$ cat src/rtl/letter_ps2_pkg.sv
// Shared constants, state encodings and the letter-to-scan-code table
// for the PS/2 keystroke transmitter.
package letter_ps2_pkg;

   localparam int         FRAME_LEN    = 11;
   localparam logic [7:0] BREAK_PREFIX = 8'hF0;

   typedef enum logic [1:0] {
      ST_IDLE,
      ST_BIT_HI,
      ST_BIT_LO
   } ps2_state_t;

   typedef enum logic [1:0] {
      SEQ_IDLE,
      SEQ_SEND,
      SEQ_GAP
   } seq_state_t;

   typedef struct packed {
      logic       ok;
      logic [7:0] code;
   } scan_t;

   // Set-2 make codes, A=1 .. Z=26; anything else is flagged invalid.
   function automatic scan_t scan_lookup(input logic [4:0] letter);
      scan_t r;
      r.ok = 1'b1;
      case (letter)
         5'd1:  r.code = 8'h1C;
         5'd2:  r.code = 8'h32;
         5'd3:  r.code = 8'h21;
         5'd4:  r.code = 8'h23;
         5'd5:  r.code = 8'h24;
         5'd6:  r.code = 8'h2B;
         5'd7:  r.code = 8'h34;
         5'd8:  r.code = 8'h33;
         5'd9:  r.code = 8'h43;
         5'd10: r.code = 8'h3B;
         5'd11: r.code = 8'h42;
         5'd12: r.code = 8'h4B;
         5'd13: r.code = 8'h3A;
         5'd14: r.code = 8'h31;
         5'd15: r.code = 8'h44;
         5'd16: r.code = 8'h4D;
         5'd17: r.code = 8'h15;
         5'd18: r.code = 8'h2D;
         5'd19: r.code = 8'h1B;
         5'd20: r.code = 8'h2C;
         5'd21: r.code = 8'h3C;
         5'd22: r.code = 8'h2A;
         5'd23: r.code = 8'h1D;
         5'd24: r.code = 8'h22;
         5'd25: r.code = 8'h35;
         5'd26: r.code = 8'h1A;
         default: begin
            r.ok   = 1'b0;
            r.code = 8'h00;
         end
      endcase
      return r;
   endfunction

endpackage

$ cat src/rtl/ps2_byte_ser.sv
// Single-byte PS/2 device-to-host serializer: start, 8 data LSB first,
// odd parity, stop. Each bit is a high half then a low half of CLK_DIV cycles.
//
// state     | meaning
// ST_IDLE   | lines high, waiting for start
// ST_BIT_HI | clock high, data presents current frame bit
// ST_BIT_LO | clock low, data held for the host to sample
module ps2_byte_ser
   import letter_ps2_pkg::*;
#(
   parameter int CLK_DIV = 2500
) (
   input  logic       clk,
   input  logic       rst_n,
   input  logic       start,
   input  logic [7:0] tx_byte,
   output logic       done,
   output logic       ps2_clk,
   output logic       ps2_data
);

   localparam logic [15:0] DIV_LAST = 16'(CLK_DIV - 1);
   localparam logic [3:0]  BIT_LAST = 4'(FRAME_LEN - 1);

   ps2_state_t             state, state_nxt;
   logic [15:0]            div_cnt;
   logic [3:0]             bit_cnt;
   logic [FRAME_LEN-1:0]   frame;
   logic                   phase_end;

   assign phase_end = (div_cnt == DIV_LAST);

   always_comb begin
      state_nxt = state;
      done      = 1'b0;
      case (state)
         ST_IDLE:   if (start) state_nxt = ST_BIT_HI;
         ST_BIT_HI: if (phase_end) state_nxt = ST_BIT_LO;
         ST_BIT_LO: begin
            if (phase_end) begin
               if (bit_cnt == BIT_LAST) begin
                  done      = 1'b1;
                  state_nxt = ST_IDLE;
               end else begin
                  state_nxt = ST_BIT_HI;
               end
            end
         end
         default:   state_nxt = ST_IDLE;
      endcase
   end

   always_ff @(posedge clk or negedge rst_n) begin
      if (!rst_n) begin
         state   <= ST_IDLE;
         div_cnt <= '0;
         bit_cnt <= '0;
         frame   <= '1;
      end else begin
         state <= state_nxt;
         if (state == ST_IDLE) begin
            div_cnt <= '0;
            bit_cnt <= '0;
            if (start) frame <= {1'b1, ~^tx_byte, tx_byte, 1'b0};
         end else if (phase_end) begin
            div_cnt <= '0;
            // Bit index only advances on the low-to-high transition so data never moves while clock is low.
            if (state == ST_BIT_LO && bit_cnt != BIT_LAST) bit_cnt <= bit_cnt + 4'd1;
         end else begin
            div_cnt <= div_cnt + 16'd1;
         end
      end
   end

   assign ps2_clk  = (state != ST_BIT_LO);
   assign ps2_data = (state == ST_IDLE) ? 1'b1 : frame[bit_cnt];

endmodule

$ cat src/rtl/letter_ps2_tx.sv
// Letter-to-keystroke transmitter: looks up the make code and sends
// make, break prefix, make as three PS/2 frames separated by idle gaps.
//
// state    | meaning
// SEQ_IDLE | ready, waiting for a letter
// SEQ_SEND | serializer shifting byte number byte_cnt
// SEQ_GAP  | lines idle for GAP_CYC cycles between bytes
module letter_ps2_tx
   import letter_ps2_pkg::*;
#(
   parameter int CLK_DIV = 2500,
   parameter int GAP_CYC = 5000
) (
   input  logic       clk,
   input  logic       rst_n,
   input  logic [4:0] letter,
   input  logic       valid,
   output logic       ready,
   output logic       busy,
   output logic       err,
   output logic       ps2_clk_o,
   output logic       ps2_data_o
);

   localparam logic [15:0] GAP_LAST = 16'(GAP_CYC - 1);

   seq_state_t  state, state_nxt;
   scan_t       lut;
   logic [7:0]  code;
   logic [1:0]  byte_cnt;
   logic [15:0] gap_cnt;
   logic        accept;
   logic        ser_start;
   logic        ser_done;
   logic [7:0]  ser_byte;

   assign lut    = scan_lookup(letter);
   assign ready  = (state == SEQ_IDLE);
   assign busy   = ~ready;
   assign accept = valid && ready;

   // The first byte goes straight from the lookup so the start bit appears on the acceptance edge.
   assign ser_byte = (state == SEQ_IDLE) ? lut.code :
                     (byte_cnt == 2'd0)  ? BREAK_PREFIX : code;

   always_comb begin
      state_nxt = state;
      ser_start = 1'b0;
      case (state)
         SEQ_IDLE: begin
            if (accept && lut.ok) begin
               state_nxt = SEQ_SEND;
               ser_start = 1'b1;
            end
         end
         SEQ_SEND: if (ser_done) state_nxt = (byte_cnt == 2'd2) ? SEQ_IDLE : SEQ_GAP;
         SEQ_GAP: begin
            if (gap_cnt == 16'd0) begin
               state_nxt = SEQ_SEND;
               ser_start = 1'b1;
            end
         end
         default: state_nxt = SEQ_IDLE;
      endcase
   end

   always_ff @(posedge clk or negedge rst_n) begin
      if (!rst_n) begin
         state    <= SEQ_IDLE;
         code     <= '0;
         byte_cnt <= '0;
         gap_cnt  <= '0;
         err      <= 1'b0;
      end else begin
         state <= state_nxt;
         err   <= accept && !lut.ok;
         case (state)
            SEQ_IDLE: begin
               if (accept && lut.ok) begin
                  code     <= lut.code;
                  byte_cnt <= '0;
               end
            end
            SEQ_SEND: begin
               if (ser_done) begin
                  if (byte_cnt == 2'd2) byte_cnt <= '0;
                  else                  gap_cnt  <= GAP_LAST;
               end
            end
            SEQ_GAP: begin
               if (gap_cnt == 16'd0) byte_cnt <= byte_cnt + 2'd1;
               else                  gap_cnt  <= gap_cnt - 16'd1;
            end
            default: ;
         endcase
      end
   end

   ps2_byte_ser #(.CLK_DIV(CLK_DIV)) u_ser (
      .clk      (clk),
      .rst_n    (rst_n),
      .start    (ser_start),
      .tx_byte  (ser_byte),
      .done     (ser_done),
      .ps2_clk  (ps2_clk_o),
      .ps2_data (ps2_data_o)
   );

endmodule

$ cat config.mk
export PLATFORM = sky130hd
export DESIGN_NAME = letter_ps2_tx
export DESIGN_NICKNAME = d
export VERILOG_FILES = /design/src/rtl/letter_ps2_pkg.sv /design/src/rtl/ps2_byte_ser.sv /design/src/rtl/letter_ps2_tx.sv
export SDC_FILE = /design/constraint.sdc
export NUM_CORES = 1
export LEC_CHECK = 0
export BUFFER_PORTS_ARGS = -buffer_cell sky130_fd_sc_hd__clkbuf_2
export CAP_MARGIN = 20
export CORE_MARGIN = 2
export CORE_UTILIZATION = 40
export CTS_BUF_LIST = sky130_fd_sc_hd__clkbuf_8
export CTS_CLUSTER_DIAMETER = 100
export DETAILED_ROUTE_END_ITERATION = 12
export PLACE_DENSITY_LB_ADDON = 0.12
export SETUP_SLACK_MARGIN = 0.4
export SLEW_MARGIN = 5
export SYNTH_ARGS = -nofsm -noshare
export SYNTH_HDL_FRONTEND = slang
export SYNTH_SLANG_ARGS = --single-unit
export TNS_END_PERCENT = 30
$ cat constraint.sdc
create_clock -name clk -period 3 [get_ports clk]
set_input_delay 0.15 -clock clk [delete_from_list [all_inputs] [get_ports clk]]
set_output_delay 0.15 -clock clk [all_outputs]
set_load 0.05 [all_outputs]
After elaboration in Yosys (flattened, before gate mapping):

Cells that the tools add are included.

* add/sub/neg operators: 4
* multiply operators: 0
* divide/modulo/power cells: 0
* order comparisons: 1
* eq/ne operators: 44
* shift operators: 0
* mux-type cells: 37
* bitwise gates (word level): 1
* reductions and logical operators: 22

Operators with widths (number)
* 7-bit case mux with 26 select lines: 1
* 16-bit 2-to-1 mux: 5
* 5-bit == test, second input constant: 11
* 5-bit by 4-bit == test with 1-bit output, second input constant: 8
* 16-bit case mux with 2 select lines: 1
* 26-bit OR reduction: 1
* 2-bit 2-to-1 mux: 11
* 5-bit by 3-bit == test with 1-bit output, second input constant: 4
* 2-bit case mux with 3 select lines: 3
* 16-bit by 1-bit adder with 16-bit output, second input constant: 1
* 16-bit by 12-bit == test with 1-bit output, second input constant: 1
* 16-bit logical NOT: 1
* 8-bit 2-to-1 mux: 2
* 16-bit by 1-bit subtractor with 16-bit output, second input constant: 1
* 2-bit != test, second input constant: 7
* 4-bit 2-to-1 mux: 3
* 5-bit by 2-bit == test with 1-bit output, second input constant: 2
* 1-bit 2-to-1 mux: 9
* 8-bit XNOR reduction: 1
* 2-bit == test, second input constant: 3
* 2-bit logical NOT: 3
* 2-bit by 1-bit != test with 1-bit output, second input constant: 3
* 2-bit AND reduction: 3
* 3-bit AND reduction: 2
* other kinds (16): 22

* register bits: 61
* bits in latches: 0
* RAM bits: 0
* memory bits (read-only): 0
* word-level logic and storage cells: 118
* memories kept: 0

Longest topological paths before layout:

Gate-level depths: netlist (run 1).

* word-level depth: 8
* mapped depth: 8
* mapped depth without buffers: 8

Hierarchy:

A second synthesis (run 1) with hierarchy kept.

* cell total of the unflattened synthesis: 383
* area, all modules: 3643.5 µm²

By module, submodules not included
* letter_ps2_tx: times used 1, cells each 224, area each 1911.8 µm²
* ps2_byte_ser: times used 1, cells each 159, area each 1731.7 µm²

Worst setup path after synthesis (run 1):

Ideal clock, no wire load.

* kind: register -> register
* start: reg state[1]
* end: reg u_ser.frame[3]
* setup time: 0.082 ns
* arrival time: 2.309 ns
* slack: 0.609 ns
* stages on the path, launching flop included: 7
* clock period less this slack: 2.391 ns
* cell sequence: dfrtp_1 > or2_2 > clkbuf_1 > inv_1 > clkbuf_1 > a31oi_1 > mux2_4

* longest elaborated chain between the ends: 6
* elaborated cells on any way between the ends: 8
* those cells by class: eq/ne: 1; mux: 3; reduce/logical: 4

Ends and longest elaborated chain
* start, declared: RTL line letter_ps2_tx.sv:27 `seq_state_t state, state_nxt;`
* start signal, assigned: RTL line letter_ps2_tx.sv:75 `state <= state_nxt;`
* 2-bit logical NOT *: RTL line letter_ps2_tx.sv:38 `assign ready = (state == SEQ_IDLE);`
* net ready: RTL line letter_ps2_tx.sv:18 `output logic ready,`
* 1-bit logical AND: RTL line letter_ps2_tx.sv:40 `assign accept = valid && ready;`
* 1-bit logical AND: RTL line letter_ps2_tx.sv:51 `if (accept && lut.ok) begin`
* 1-bit 2-to-1 mux: RTL line letter_ps2_tx.sv:51
* 1-bit case mux with 2 select lines: RTL line letter_ps2_tx.sv:49 `case (state)`
* 2-bit AND reduction (no line)
* end signal, assigned: RTL line ps2_byte_ser.sv:64 `if (start) frame <= {1'b1, ~^tx_byte, tx_byte, 1'b0};`
* end, declared: RTL line ps2_byte_ser.sv:28 `logic [FRAME_LEN-1:0] frame;`

The timed path passes the listed nets; every way through them passes the cells marked *.
A chain may end at the register's enable or synchronous reset.

Worst setup path after layout (run 1):

* start: reg gap_cnt[10]
* end: reg gap_cnt[7]

* longest elaborated chain between the ends: 3

Ends and longest elaborated chain
* start, declared: RTL line letter_ps2_tx.sv:31 `logic [15:0] gap_cnt;`
* start signal, assigned: RTL line letter_ps2_tx.sv:92 `else gap_cnt <= gap_cnt - 16'd1;`
* 16-bit logical NOT: RTL line letter_ps2_tx.sv:91 `if (gap_cnt == 16'd0) byte_cnt <= byte_cnt + 2'd1;`
* 2-bit != test (no line)
* 4-bit AND reduction (no line)

No other way between the ends.

==> flow_summary.toml, run 1 <==
[synth]
async_set_or_reset_register_ratio_after_synthesis_pct = 100
syn-instance-count = 395
synth.avg_cell_area_um2 = 9.17
syn_nets = 409
dominant_cell_by_count_in_the_synthesized_netlist = "sky130_fd_sc_hd__dfrtp_1"
yosys-top-cells-count = "sky130_fd_sc_hd__dfrtp_1, sky130_fd_sc_hd__nand2_1, sky130_fd_sc_hd__nor2_1, sky130_fd_sc_hd__o21ai_0, sky130_fd_sc_hd__a21oi_1"
yosysUniqueCellTypes = 67
ys_seq_area_share_pct = 41.8
yosys_warnings = 0
yosys_register_bits = 60
synth_top_cell_area_share_pct = 34.5
synth_edf_count = 0
synth_top_area_cell = "sky130_fd_sc_hd__dfrtp_1"
ys.flop_type = "sky130_fd_sc_hd__dfrtp_1"
synth.top_cells.by_area = "sky130_fd_sc_hd__dfrtp_1, sky130_fd_sc_hd__dfstp_2, sky130_fd_sc_hd__o21ai_0"
syn-cell-area_mm2 = 0.00362

[outcome]
outcome = "complete, no violations"

[die]
top_level_ports = 13
dieHeight_um = 99.2
core_region_area_mm2 = 0.00876
num_rows = 34
die_w_um = 99.2
fp.dieArea_mm2 = 0.00984
initial_utilization_pct = 41.3

[clock_tree]
cts_root_buffer = "sky130_fd_sc_hd__clkbuf_8"
htree_levels = 3
total_clock_buffers_created_by_cts = 9
worstSkewPairLatency_ps = 340
tritoncts = "built"
worst_setup_hold_path_clk_slew_ps = 70
cts_sinks = 60
clock_tree.buffer_depth = 2

[timing]
fmax_ghz = 0.404
worst_pin_slew_ps = 719
unrepaired_setup_endpoints_after_global_routing = "no"
report.final.hold_viol_count = 0
timing.final.crit_period_ps = 2470
period_share_pct = 82.5
report.final.slew_viol_count = 0
max_slew_margin_pct = 52.0
setup-violations-final = 0
final.setup.tns_ps = 0
finClkSkew_ps = 7.38

[setup_path]
cpPeakStageDelay_ps = 510
cp_num_buf_inv = 1
endpoint_kind = "flop"
timing.critical_path.fanout_max = 7
timing.critical_path.cells = "or3_1 > or4_4 > o21a_1 > o21ai_2 > buf_4 > o31ai_1"
path_delay_family = "simple AND/OR/NAND/NOR gates"
worst_ep_required_time_ps = 3210
critPathKind = "flop to flop"
critPathSlowestCell = "sky130_fd_sc_hd__or4_4"
critPathArrivalTime_ps = 2680
worstSetupStartpointType = "flop"

[grt]
number_of_antenna_violations_at_the_first_check_in_global_routing = 0
grt_pass1_vias = 2722
grt-ovfl-total = 0
grt_pass1_wl_um = 13400
globalRouteTotalUtil_pct = 16.9
grt_max_degree = 34

[layout]
layout_cells_sized_above_1_pct = 17.3
design.final.nets = 419
layout-area-overhead-vs-synth_pct = 10.8
final_design_area_no_fill_mm2 = 0.00402
antennaDiodeCount = 0
finalNonFillerCells = 518
nFillCells = 857

[route]
drtIter0Drc = 135
maxUsedRoutingLayer = "met4"
route.detailed.vias_per_inst = 5.62
antenna_left = 0
wl_met2_um = 3370
route.detailed.wl_per_inst_um = 15.1
via_count = 2912
detailroute.wirelength.met3_um = 303
met1Wirelength_um = 4090
detail_route.wirelength_um = 7830
drt-pass1-iter-count = 4
drc_errors = 0

[power]
max-vdd-ir-drop_mv = 0.152
switching_share_of_total_power_pct = 22.8
comb_power_share_pct = 6.6
p_seq_share_pct = 47.6
internal_power_w = 0.00136
p_switching_w = 0.000400
power_frac_clock_pct = 45.8
power-per-cell-area_mw_per_mm2 = 438
power.static_leakage_nw = 1.77

[placement]
dpl.hpwl_um = 5420
rd_place_congestion = 0.820
placement.cell_area_mm2 = 0.00378
placedCellCount = 501
buffer_ports.inserted = 12

[job]
maxCapViolCount = 0

[min_path]
holdCritPathClass = "input port to flop"
[worst reg2reg max path: cells and delay by family, from the launching register on]
| family | cells | cell delay, ps |
|---|---|---|
| simple gates | 2 | 940 |
| compound gates | 3 | 740 |
| flops | 1 | 450 |
| buf+inv | 1 | 220 |
[routing by layer]
metal / GRT usage (%) / vias to the layer above
li1: - / 1456
met1: 24.8 / 1387
met2: 24.2 / 63
met3: 3.58 / 6
met4: 7.38 / 0
met5: 0 / -
[placed cells by master, fill, tap and decap left out, types with 10 or more instances in the layout]
cell type,count
sky130_fd_sc_hd__dfrtp_1,50
sky130_fd_sc_hd__o21ai_0,32
sky130_fd_sc_hd__xor2_1,11
sky130_fd_sc_hd__clkbuf_8,10
sky130_fd_sc_hd__a21oi_1,28
sky130_fd_sc_hd__clkbuf_2,12
sky130_fd_sc_hd__inv_1,18
sky130_fd_sc_hd__nor2_1,33
sky130_fd_sc_hd__nand2_1,33
sky130_fd_sc_hd__dfstp_2,10
[registers in the layout, indices dropped and copies added (netlist names)]
register,cells
byte_cnt,2
code,7
err,1
gap_cnt,16
state,2
u_ser.bit_cnt,4
u_ser.div_cnt,16
u_ser.frame,10
u_ser.state,2
[power groups by stage]
stage	sequential [W]	clock [W]	combinational (W)
2_1_floorplan	0.000848	0	0.0000787
3_3_place_gp	0.000850	0	0.000115
3_5_place_dp	0.000851	0	0.000116
4_1_cts	0.000836	0.000828	0.000118
5_1_grt	0.000837	0.000860	0.000131
6_report	0.000836	0.000805	0.000116
[layout make-up]
| cell class | count | area, um^2 | area share (%) |
|---|---|---|---|
| clock inverters | 6 | 78.8 | 1.96 |
| well taps | 108 | 135 | 3.37 |
| clock buffers | 10 | 138 | 3.43 |
| inverters | 18 | 67.6 | 1.68 |
| multi-input cells | 296 | 1960 | 48.7 |
| repair buffers | 20 | 126 | 3.15 |
| flip-flops and latches | 60 | 1510 | 37.7 |
[stage by stage]
stage | util (%) | total power [W] | worst slack (ps) | hold WS [ps]
2_1_floorplan | - | 0.000926 | 609 | -146
3_5_place_dp | 43.2 | 0.000967 | 531 | 253
4_1_cts | 45.8 | 0.00178 | 501 | 226
5_1_grt | 45.8 | 0.00183 | 403 | 232
3_3_place_gp | 43.0 | 0.000965 | 597 | 247
6_report | 45.8 | 0.00176 | 526 | 236
[worst paths after layout]
| path | start | to | slack, ps | cells after the start |
|---|---|---|---|---|
| max | gap_cnt[10] | gap_cnt[7] | 530 | 6 |
| min reg2reg | gap_cnt[12] | gap_cnt[12] | 480 | 1 |
| min in group asynchronous | rst_n | gap_cnt[10] | 410 | 2 |
| max reg2reg | gap_cnt[10] | gap_cnt[7] | 530 | 6 |
| max in group asynchronous | rst_n | u_ser.frame[9] | 1700 | 3 |
| min | valid | err | 240 | 3 |
[logic make-up (layout without fill, tap and decap cells)]
group | count (synthesis) | count (layout) | share of synthesized area [%]
AND/OR/NAND/NOR | 139 | 139 | 20.4
buffers and inverters | 39 | 54 | 4.39
flip-flops | 60 | 60 | 41.8
multiplexers | 15 | 15 | 6.01
XOR/XNOR | 17 | 17 | 4.11
AO/OA/AOI/OAI | 119 | 119 | 21.2
adder cells (fa/ha/maj) | 6 | 6 | 2.07
[repair_timing]
item / in CTS / in global routing
gates resized for setup: 0 / 1
hold endpoints to repair: 18 / 0
setup buffers: 0 / 0
hold buffers: 1 / 0
setup endpoints to repair: 0 / 11
(Power assumes the default switching activity.)
==> run 2: changes to the inputs <==
==> constraint.sdc (replaced) <==
create_clock -name clk -period 2.5 [get_ports clk]
set_input_delay 0.125 -clock clk [delete_from_list [all_inputs] [get_ports clk]]
set_output_delay 0.125 -clock clk [all_outputs]
set_load 0.05 [all_outputs]
==> flow_summary.toml, run 2 (synthesis gave the netlist of run 1 again) <==
[outcome]
outcome = "complete, no violations"

[setup_path]
worst_r2r_dst = "u_ser.frame[4]"
critPathSlowestCell = "sky130_fd_sc_hd__or4_4"
timing.critical_path.cells = "or3_4 > or4_4 > nor4_4 > buf_4 > nor2_4 > mux2_4"
r2r-start = "gap_cnt[12]"
endpoint_kind = "flop"
timing.critical_path.fanout_max = 7
worst_ep_required_time_ps = 2780
critPathArrivalTime_ps = 2410
cpPeakStageDelay_ps = 490
worstSetupStartpointType = "flop"
critPathKind = "flop to flop"
r2r_cells = 6
worst_r2r_setup_slack_ps = 370

[layout]
antennaDiodeCount = 0
layout-area-overhead-vs-synth_pct = 19.3
design.final.nets = 439
layout.cells.most_common = "sky130_fd_sc_hd__dfrtp_1"
layout_cells_sized_above_1_pct = 24.0
finalNonFillerCells = 538
multiInputGateArea_mm2 = 0.00210
nFillCells = 855
layout.area.seq_mm2 = 0.00152
postLayoutCoreUtil_pct = 49.3
layout_common_cells = "sky130_fd_sc_hd__dfrtp_1, sky130_fd_sc_hd__nand2_1, sky130_fd_sc_hd__nor2_1"
layout_top_registers = "gap_cnt x16, u_ser.div_cnt x16, u_ser.frame x10"
final_design_area_no_fill_mm2 = 0.00432

[power]
max-vdd-ir-drop_mv = 0.225
power.total_w = 0.00215
power-per-cell-area_mw_per_mm2 = 497
power.static_leakage_nw = 1.89

[clock_tree]
tritoncts = "built"
cts_root_buffer = "sky130_fd_sc_hd__clkbuf_8"
total_clock_buffers_created_by_cts = 9
htree_levels = 3
worstSkewPairLatency_ps = 340
clock_tree.buffer_depth = 2
cts_sinks = 60
worst_setup_hold_path_clk_slew_ps = 70

[grt]
grt_pass1_wl_um = 13900
grt_pass1_vias = 2828
grt_max_degree = 36
number_of_antenna_violations_at_the_first_check_in_global_routing = 0
globalRouteTotalUtil_pct = 17.4
grt-ovfl-total = 0

[die]
top_level_ports = 13
dieHeight_um = 99.2
num_rows = 34
fp.dieArea_mm2 = 0.00984
die_w_um = 99.2
initial_utilization_pct = 41.3
core_region_area_mm2 = 0.00876

[min_path]
timing.hold.worst_path_depth = 3
worst_hold_path.endpoint = "err"
holdCritPathClass = "input port to flop"
worstHoldStart = "valid"

[timing]
worst_pin_slew_ps = 635
max_slew_margin_pct = 57.3
fmax_ghz = 0.469
timing.final.crit_period_ps = 2130
period_share_pct = 85.3
report.final.slew_viol_count = 0
final.setup.tns_ps = 0
setup-violations-final = 0
finClkSkew_ps = 11.1
report.final.hold_viol_count = 0
unrepaired_setup_endpoints_after_global_routing = "yes"

[route]
detail_route.wirelength_um = 8260
route.detailed.wl_per_inst_um = 15.3
drt-pass1-iter-count = 4
drc_errors = 0
antenna_left = 0
drtIter0Drc = 101
route.detailed.vias_per_inst = 5.54
via_count = 2980

[placement]
placement.cell_area_mm2 = 0.00385
buffer_ports.inserted = 12
dpl.hpwl_um = 5580
rd_place_congestion = 0.789
placedCellCount = 510

[job]
maxCapViolCount = 0
run 2: cell count changes in the layout (fill, tap and decap cells not counted), sizes merged:
cell	change
clkinv	-2
nor2	+1
clkbuf	+1
inv	+1
buf	+19
run 2: timing repair:
action                                  CTS  global route
setup buffers                             7             3
hold buffers                              1             0
endpoints found under the hold margin    50             0
pin swaps                                 2             1
gates resized for setup                  12            15
gates cloned                              1             0
endpoints found under the setup margin   32            29
run 2: report_power, final:
group	internal, W	switching (W)
Clock	0.000611	0.000394
Combinational	0.0000580	0.0000813
Sequential	0.000991	0.0000123
run 2: per-stage QoR:
| step | setup WS, ps | hold slack [ps] |
|---|---|---|
| floorplan | 351 | -171 |
| global placement | 261 | 163 |
| detailed placement | 182 | 161 |
| CTS | 376 | 214 |
| global route | 314 | 246 |
| finish | 368 | 225 |
run 2: layout make-up:
class / instances / area share (%)
multi-input cells: 297 / 48.7
flip-flops and latches: 60 / 35.1
repair buffers: 39 / 6.22
clock buffers: 11 / 3.50
well taps: 108 / 3.13
clock inverters: 5 / 1.77
inverters: 18 / 1.62
run 2: worst max path at each step:
stage	start	end	slack, ps
final	gap_cnt[12]	u_ser.frame[4]	370
after detailed placement	gap_cnt[0]	u_ser.frame[3]	180
after CTS	gap_cnt[12]	u_ser.frame[7]	380
after global placement	gap_cnt[0]	u_ser.frame[1]	260
after global routing	gap_cnt[12]	u_ser.frame[4]	310
after floorplan	gap_cnt[11]	u_ser.frame[3]	350
run 2: routing by layer:
layer | share of wire [%] | global-route usage (%)
met5 | 0 | 0
met4 | 1.6 | 6.95
met3 | 2.6 | 3.37
met2 | 44 | 24.7
met1 | 52 | 26.1
run 2: critical path: cells and delay by family (launching register included):
family | cells | cell delay, ps
multiplexers | 1 | 330
flip-flops | 1 | 380
AND/OR/NAND/NOR | 4 | 1170
buffers and inverters | 1 | 190
==> run 3: changes to the inputs <==
==> constraint.sdc (replaced) <==
create_clock -name clk -period 2.2 [get_ports clk]
set_input_delay 0.11 -clock clk [delete_from_list [all_inputs] [get_ports clk]]
set_output_delay 0.11 -clock clk [all_outputs]
set_load 0.05 [all_outputs]
==> flow_summary.toml, run 3 (synthesis gave the netlist of run 1 again) <==
[setup_path]
worst_r2r_dst = "u_ser.frame[7]"
worst_r2r_setup_slack_ps = 110
r2r_cells = 7
critPathKind = "flop to flop"
timing.critical_path.fanout_max = 6
endpoint_kind = "flop"
critPathArrivalTime_ps = 2350
worst_ep_required_time_ps = 2460
r2r-start = "gap_cnt[12]"
worstSetupStartpointType = "flop"

[placement]
buffer_ports.inserted = 12
place_ws_ps = -107
rd_place_congestion = 0.835
dpl.hpwl_um = 5720

[route]
detail_route.wirelength_um = 8460
via_count = 3088
drc_errors = 0
drt-pass1-iter-count = 4
antenna_left = 0
drtIter0Drc = 93
route.detailed.vias_per_inst = 5.49
route.detailed.wl_per_inst_um = 15.1

[grt]
number_of_antenna_violations_at_the_first_check_in_global_routing = 0
grt_max_degree = 27
grt-ovfl-total = 0
globalRouteTotalUtil_pct = 18.0
grt_pass1_vias = 2897
grt_pass1_wl_um = 14300

[timing]
worst_pin_slew_ps = 528
report.final.slew_viol_count = 0
fmax_ghz = 0.478
setup-violations-final = 0
period_share_pct = 95.1
report.final.hold_viol_count = 0
finClkSkew_ps = 9.59
finalWorstSetupSlack_ps = 108
timing.final.crit_period_ps = 2090
unrepaired_setup_endpoints_after_global_routing = "yes"
max_slew_margin_pct = 64.3

[job]
maxCapViolCount = 0

[die]
core_region_area_mm2 = 0.00876
fp.dieArea_mm2 = 0.00984
dieHeight_um = 99.2
num_rows = 34
top_level_ports = 13
initial_utilization_pct = 41.3
die_w_um = 99.2

[power]
power.static_leakage_nw = 2.01
power-per-cell-area_mw_per_mm2 = 519
max-vdd-ir-drop_mv = 0.218

[layout]
nFillCells = 843
layout.cells.most_common = "sky130_fd_sc_hd__dfrtp_1"
layout_top_registers = "gap_cnt x16, u_ser.div_cnt x16, u_ser.frame x10"
design.final.nets = 463
layout_cells_sized_above_1_pct = 29.5
layout.area.seq_mm2 = 0.00151
layout_common_cells = "sky130_fd_sc_hd__dfrtp_1, sky130_fd_sc_hd__buf_4, sky130_fd_sc_hd__nand2_1, sky130_fd_sc_hd__nor2_1, sky130_fd_sc_hd__o21ai_0"
multiInputGateArea_mm2 = 0.00213
antennaDiodeCount = 0
postLayoutCoreUtil_pct = 51.5
layout-area-overhead-vs-synth_pct = 24.4

[clock_tree]
total_clock_buffers_created_by_cts = 9
worstSkewPairLatency_ps = 340
tritoncts = "built"
cts_sinks = 60
clock_tree.buffer_depth = 2
worst_setup_hold_path_clk_slew_ps = 80
htree_levels = 3
cts_root_buffer = "sky130_fd_sc_hd__clkbuf_8"

[outcome]
outcome = "complete, no violations"

[min_path]
holdCritPathClass = "input port to async pin"
-- run 3: cell types whose count changed in the layout (fill, tap and decap cells not counted), sizes merged --
cell / change
buf: +24
bufinv: -1
clkinv: +2
clkbuf: -1
inv: -2
clkinvlp: +2
-- run 3: worst max-delay path by stage --
stage          cells after the start  slack, ps        endpoint             start
2_1_floorplan                      7         50  u_ser.frame[3]       gap_cnt[11]
3_3_place_gp                       6        -60        state[1]       gap_cnt[12]
3_5_place_dp                       8       -110      gap_cnt[4]        gap_cnt[1]
4_1_cts                            6         70  u_ser.frame[7]       gap_cnt[12]
5_1_grt                            8         -2      gap_cnt[2]  u_ser.div_cnt[0]
6_report                           7        110  u_ser.frame[7]       gap_cnt[12]
-- run 3: timing repair --
item                                    in CTS  in global routing
cloned                                       0                  1
endpoints found under the setup margin      37                 41
pin swaps                                    8                  6
buffers inserted                             4                  7
hold buffers                                 1                  0
gates resized for setup                     16                 18
hold endpoints to repair                    13                  0
-- run 3: layer usage --
| layer | vias up | track usage [%] | share of wire, % |
|---|---|---|---|
| li1 | 1555 | - | - |
| met1 | 1479 | 27.9 | 53 |
| met4 | 0 | 5.06 | 1.2 |
| met3 | 11 | 3.79 | 3.0 |
| met5 | - | 0 | 0 |
| met2 | 43 | 25.1 | 43 |
-- run 3: power by group --
| group | internal (W) | leakage (nW) | switching, W | total, W |
|---|---|---|---|---|
| Clock | 0.000552 | 0.0983 | 0.000482 | 0.00103 |
| Combinational | 0.0000721 | 1.14 | 0.0000962 | 0.000168 |
| Sequential | 0.00113 | 0.773 | 0.0000129 | 0.00114 |
-- run 3: cell type report --
class	instances	area share (%)
Clock inverter	6	1.42
Inverter	18	1.55
Multi-Input combinational cell	297	47.3
Timing Repair Buffer	63	10.1
Sequential cell	60	33.6
Tap cell	108	3.00
Clock buffer	10	3.05
-- run 3: stage by stage --
step,instance area (um^2),TNS (ps),hold WS (ps),power (W),std cells
after floorplan,3630,0,-186,0.00126,395
after global placement,4020,-323,46.1,0.00132,533
after detailed placement,4020,-922,53.3,0.00133,533
after CTS,4350,0,198,0.00236,554
after global routing,4510,-4.59,200,0.00245,562
final,4510,0,211,0.00234,562
-- run 3: critical path, stage by stage (launching register included) --
cell and delay, ps:
sky130_fd_sc_hd__dfrtp_1 380, sky130_fd_sc_hd__or3_4 390, sky130_fd_sc_hd__or4_4 430, sky130_fd_sc_hd__buf_6 150, sky130_fd_sc_hd__nor4_4 120, sky130_fd_sc_hd__buf_4 190
sky130_fd_sc_hd__nor2_4 70, sky130_fd_sc_hd__mux2_4 300
